### src/rtl/ring_sum_sorter.sv
// Two-ring add-and-sort engine: loads rings A and B serially, adds A against a rotated B,
// sorts the N sums by odd-even transposition and streams them out. Define RSS_INDEX_OUT_EN for out_idx.
module ring_sum_sorter #(
  parameter int N  = 8,
  parameter int W  = 5,
  parameter int IW = $clog2(N)
) (
  input  logic          clk,
  input  logic          rst,
  input  logic          in_valid,
  input  logic [W-1:0]  in,
  input  logic [IW-1:0] circle1,
  input  logic [IW-1:0] circle2,
  input  logic          mode,
  output logic          in_ready,
  output logic          out_valid,
  output logic [W:0]    out
`ifdef RSS_INDEX_OUT_EN
  ,
  output logic [IW-1:0] out_idx
`endif
);

  typedef enum logic [2:0] {
    S_IDLE,
    S_LOAD,
    S_ADD,
    S_SORT,
    S_OUT
  } state_t;

  localparam int CW = IW + 1;
  localparam logic [CW-1:0] LAST_WORD = CW'(2 * N - 1);
  localparam logic [CW-1:0] LAST_ELEM = CW'(N - 1);

  state_t        state_q, state_d;
  logic [CW-1:0] cnt_q, cnt_d;
  logic [IW-1:0] off_q, off_d;
  logic          mode_q, mode_d;
  logic          out_valid_q, out_valid_d;
  logic [W:0]    out_q, out_d;
  logic          accept;

  logic [W-1:0]  a_q   [N];
  logic [W-1:0]  b_q   [N];
  logic [W:0]    sum_q [N];
  logic [W:0]    sum_d [N];

`ifdef RSS_INDEX_OUT_EN
  logic [IW-1:0] idx_q [N];
  logic [IW-1:0] idx_d [N];
  logic [IW-1:0] out_idx_q, out_idx_d;
`endif

  // The trailing output beat lands in IDLE, so hold off a new frame until it has left.
  assign in_ready  = ((state_q == S_IDLE) || (state_q == S_LOAD)) && !out_valid_q;
  assign accept    = in_valid && in_ready;
  assign out_valid = out_valid_q;
  assign out       = out_q;
`ifdef RSS_INDEX_OUT_EN
  assign out_idx   = out_idx_q;
`endif

  // cnt_q is shared: word count in LOAD, stage number in SORT, read pointer in OUT.
  always_comb begin
    // NOTE: every always_comb output gets a default first, so no path can leave one unassigned and infer a latch.
    state_d     = state_q;
    cnt_d       = cnt_q;
    off_d       = off_q;
    mode_d      = mode_q;
    out_valid_d = 1'b0;
    out_d       = '0;
`ifdef RSS_INDEX_OUT_EN
    out_idx_d   = '0;
`endif
    unique case (state_q)
      S_IDLE: begin
        if (accept) begin
          state_d = S_LOAD;
          cnt_d   = CW'(1);
          off_d   = circle1 - circle2;
          mode_d  = mode;
        end
      end
      S_LOAD: begin
        if (accept) begin
          if (cnt_q == LAST_WORD) begin
            state_d = S_ADD;
            cnt_d   = '0;
          end else begin
            cnt_d = cnt_q + 1'b1;
          end
        end
      end
      S_ADD: state_d = S_SORT;
      S_SORT: begin
        if (cnt_q == LAST_ELEM) begin
          state_d = S_OUT;
          cnt_d   = '0;
        end else begin
          cnt_d = cnt_q + 1'b1;
        end
      end
      S_OUT: begin
        out_valid_d = 1'b1;
        out_d       = sum_q[cnt_q[IW-1:0]];
`ifdef RSS_INDEX_OUT_EN
        out_idx_d   = idx_q[cnt_q[IW-1:0]];
`endif
        if (cnt_q == LAST_ELEM) begin
          state_d = S_IDLE;
          cnt_d   = '0;
        end else begin
          cnt_d = cnt_q + 1'b1;
        end
      end
      default: state_d = S_IDLE;
    endcase
  end

  always_ff @(posedge clk) begin
    // NOTE: sequential state uses non-blocking assignments so every register samples pre-edge values.
    if (rst) begin
      state_q     <= S_IDLE;
      cnt_q       <= '0;
      off_q       <= '0;
      mode_q      <= 1'b0;
      out_valid_q <= 1'b0;
      out_q       <= '0;
`ifdef RSS_INDEX_OUT_EN
      out_idx_q   <= '0;
`endif
    end else begin
      state_q     <= state_d;
      cnt_q       <= cnt_d;
      off_q       <= off_d;
      mode_q      <= mode_d;
      out_valid_q <= out_valid_d;
      out_q       <= out_d;
`ifdef RSS_INDEX_OUT_EN
      out_idx_q   <= out_idx_d;
`endif
    end
  end

  // Pairs within one stage are disjoint, so all exchanges of a stage happen in parallel.
  // Swapping only on strict inequality keeps equal sums in their original order.
  always_comb begin
    sum_d = sum_q;
`ifdef RSS_INDEX_OUT_EN
    idx_d = idx_q;
`endif
    if (state_q == S_ADD) begin
      for (int i = 0; i < N; i++) begin
        sum_d[i] = {1'b0, a_q[i]} + {1'b0, b_q[IW'(i) + off_q]};
`ifdef RSS_INDEX_OUT_EN
        idx_d[i] = IW'(i);
`endif
      end
    end else if (state_q == S_SORT) begin
      for (int j = 0; j < N - 1; j++) begin
        if ((((j % 2) == 1) == cnt_q[0]) &&
            (mode_q ? (sum_q[j] < sum_q[j+1]) : (sum_q[j] > sum_q[j+1]))) begin
          sum_d[j]   = sum_q[j+1];
          sum_d[j+1] = sum_q[j];
`ifdef RSS_INDEX_OUT_EN
          idx_d[j]   = idx_q[j+1];
          idx_d[j+1] = idx_q[j];
`endif
        end
      end
    end
  end

  // NOTE: the pixel and sum arrays carry no reset; control state guarantees they are rewritten before being read.
  always_ff @(posedge clk) begin
    if (accept) begin
      if (!cnt_q[IW]) a_q[cnt_q[IW-1:0]] <= in;
      else            b_q[cnt_q[IW-1:0]] <= in;
    end
    sum_q <= sum_d;
`ifdef RSS_INDEX_OUT_EN
    idx_q <= idx_d;
`endif
  end

endmodule

### config.mk
export PLATFORM = sky130hd
export DESIGN_NAME = ring_sum_sorter
export DESIGN_NICKNAME = d
export VERILOG_FILES = /design/src/rtl/ring_sum_sorter.sv
export SDC_FILE = /design/constraint.sdc
export NUM_CORES = 1
export LEC_CHECK = 0
export BUFFER_PORTS_ARGS = -buffer_cell sky130_fd_sc_hd__buf_4
export CAP_MARGIN = 15
export CORE_MARGIN = 3
export CORE_UTILIZATION = 35
export DETAILED_ROUTE_END_ITERATION = 8
export PLACE_DENSITY = 0.54
export SLEW_MARGIN = 20
export SYNTH_ARGS = -nofsm -noshare
export SYNTH_HDL_FRONTEND = slang
export SYNTH_SLANG_ARGS = --single-unit
### constraint.sdc
create_clock -name clk -period 4.6 [get_ports clk]
set_input_delay 0.46 -clock clk [delete_from_list [all_inputs] [get_ports clk]]
set_output_delay 0.46 -clock clk [all_outputs]
set_load 0.1 [all_outputs]
==> run summary <==
largest cells by area after synthesis: edfxtp_1, mux4_2, ha_1, nand2_1, dfxtp_1
Total GRT Usage: 19.2%
Final Max Tran Viols: 0
Post-Layout Cell Count: 1351
Remaining DRCs: 0
clk buf depth: 2
GPL Wtd Cong: 0.906
DR WL/cell: 21.7 µm
Clock transition at path regs: 70 ps
CP Class: register to register
Initial Util: 35.6%
R2R cell count: 12
via count: 7526
largest net degree at the start of global routing: 43
grt total ovfl: 0
Worst EP required: 4750 ps
final setup fails: 0
First-pass DRT Iterations: 5
synthesized cell area: 0.0103 mm²
ys flop type: edfxtp_1
DR iter-0 viols: 710
Post-synth EDFFs: 128
Synth warnings: 0
worst slew pin tran: 1140 ps
core area: 0.0288 mm²
Design Power: 4.46 mW
peak supply drop: 0.243 mV
Hold Fails Final Rpt: 0
Post-Place Cell Area: 0.0108 mm²
Netlist cell types: 54
FFs w/ async S/R, synth: 0%
TritonCTS Buffers: 17
status: finished clean
HP Class: primary input to register
Synth Net Count: 1056
most common cell in the netlist: nand2_1
Commonest cells post-synth: nand2_1, edfxtp_1, ha_1
RSZ-0062 raised after global routing: no
Post-DP HPWL: 22100 µm
Die W: 177 µm
CTS resizes: 0
# hold bufs at CTS: 0
flops & latches, synth: 149
Tmin final: 3260 ps
critical path arrival: 3410 ps
vias in the first global route: 7245
row count: 62
crit start category: register
CTS root buffer: clkbuf_16
pwr dens: 392 mW/mm²
period utilization: 70.9%
global-route wire length before repair: 44600 µm
area of the die: 0.0314 mm²
layout cells sized above 1: 13.9%
CTS tree: built
hold depth: 3
top cell type's share of synthesized area: 37.5%
worst hold slack: 282 ps
Nets: 1064
P&R area growth vs syn: 10.8%
Via density: 5.57
final instance area: 0.0114 mm²
setup repair bufs after CTS: 0
Post-Syn Instances: 946
total negative slack: 0 ps
LEAKAGE: 4.52 nW
I/O pins: 23
initial antenna violation count: 0
port bufs: 22
antenna-violating nets left: 0
clk_lat worst skew: 420 ps
H-tree lvl count: 4
clk_skew: 11.2 ps
dominant cell type by area after synthesis: edfxtp_1
Avg Cell Area, Syn: 10.8 µm²
diode count: 0
Cell Count Post-Placement: 1319
Worst Setup End Kind: register
die height: 177 µm
register area share after synthesis: 41.6%
CTS Sinks: 149
Post-Route WL: 29300 µm
FMAX: 307 MHz
Max transition margin: 23.2%
max_cap viols: 0
worst-path fanout max: 14
## placed cells by master, fill, tap and decap left out, types with 13 or more instances in the layout
cell type    n
ha_1        86
nor3_1      21
dfxtp_1     20
nand2_1    151
nor2b_1     15
o21ai_0     32
a22oi_1     27
a21oi_1     46
inv_1       62
mux4_2      50
clkbuf_16   17
edfxtp_1   128
nor2_1      56
xnor2_1     16
a21o_1      29
buf_4       34
mux2i_1     20
nand2b_1    13
## per-layer routing
| metal | routed length (µm) | vias up | GRT usage [%] |
|---|---|---|---|
| li1 | - | 3519 | - |
| met3 | 1510 | 50 | 2.81 |
| met2 | 13900 | 244 | 31.7 |
| met1 | 13000 | 3713 | 25.8 |
| met5 | 0 | - | 0 |
| met4 | 873 | 0 | 6.68 |
## flip-flops by register name, summed over array words and instances (netlist names), named ones only
name	cells
out_valid	1
state_q	3
out	6
cnt_q	4
mode_q	1
sum_q	48
b_q	40
off_q	3
a_q	40
## where the power goes
part / switching [mW] / internal (mW) / leakage, nW
clock network: 0.576 / 0.806 / 0.279
registers: 0.106 / 1.56 / 1.34
logic: 0.810 / 0.596 / 2.91
total: 1.49 / 2.96 / 4.52
## cell type report
cell class	count	area, µm²
Inverter	62	233
Clock buffer	18	429
Timing Repair Buffer	34	255
Clock inverter	14	151
Sequential cell	149	4270
Fill cell	2781	17400
Tap cell	384	480
Multi-Input combinational cell	690	5550
## path summary, 6_finish.rpt
path	start	to	slack [ps]
min reg2reg	cnt_q[3]$_SDFFE_PP0P_	cnt_q[3]$_SDFFE_PP0P_	650
max reg2reg	off_q[1]$_SDFFE_PP0P_	sum_q[4]$_DFFE_PP_	1340
max	off_q[1]$_SDFFE_PP0P_	sum_q[4]$_DFFE_PP_	1340
min	mode	mode_q$_SDFFE_PP0P_	280
## logic make-up after synthesis
| kind of cell | share of synthesized area [%] |
|---|---|
| xor gates and xnor gates | 2.39 |
| buffers and inverters | 4.37 |
| adders and majority gates | 12.2 |
| muxes | 14.5 |
| AOI/OAI and AO/OA | 12.2 |
| and+or+nand+nor | 12.7 |
| DFF | 41.6 |
## worst max-delay path, stage by stage (launching register included)
cell and delay (ps):
dfxtp_1 330, inv_1 70, ha_1 480, buf_4 320, mux4_2 350, nand2_1 80
nand2_1 80, ha_1 210, fa_1 400, a21o_1 170, a21oi_1 170, xor2_1 220
o21ai_0 100
## metrics by stage
stage | util, % | setup WS (ps)
6_report | 39.5 | 1340
5_1_grt | 39.5 | 940
4_1_cts | 39.5 | 1280
3_5_place_dp | 37.5 | 1300
3_3_place_gp | 37.4 | 1270
2_1_floorplan | - | 617
(Power assumes the default switching activity.)
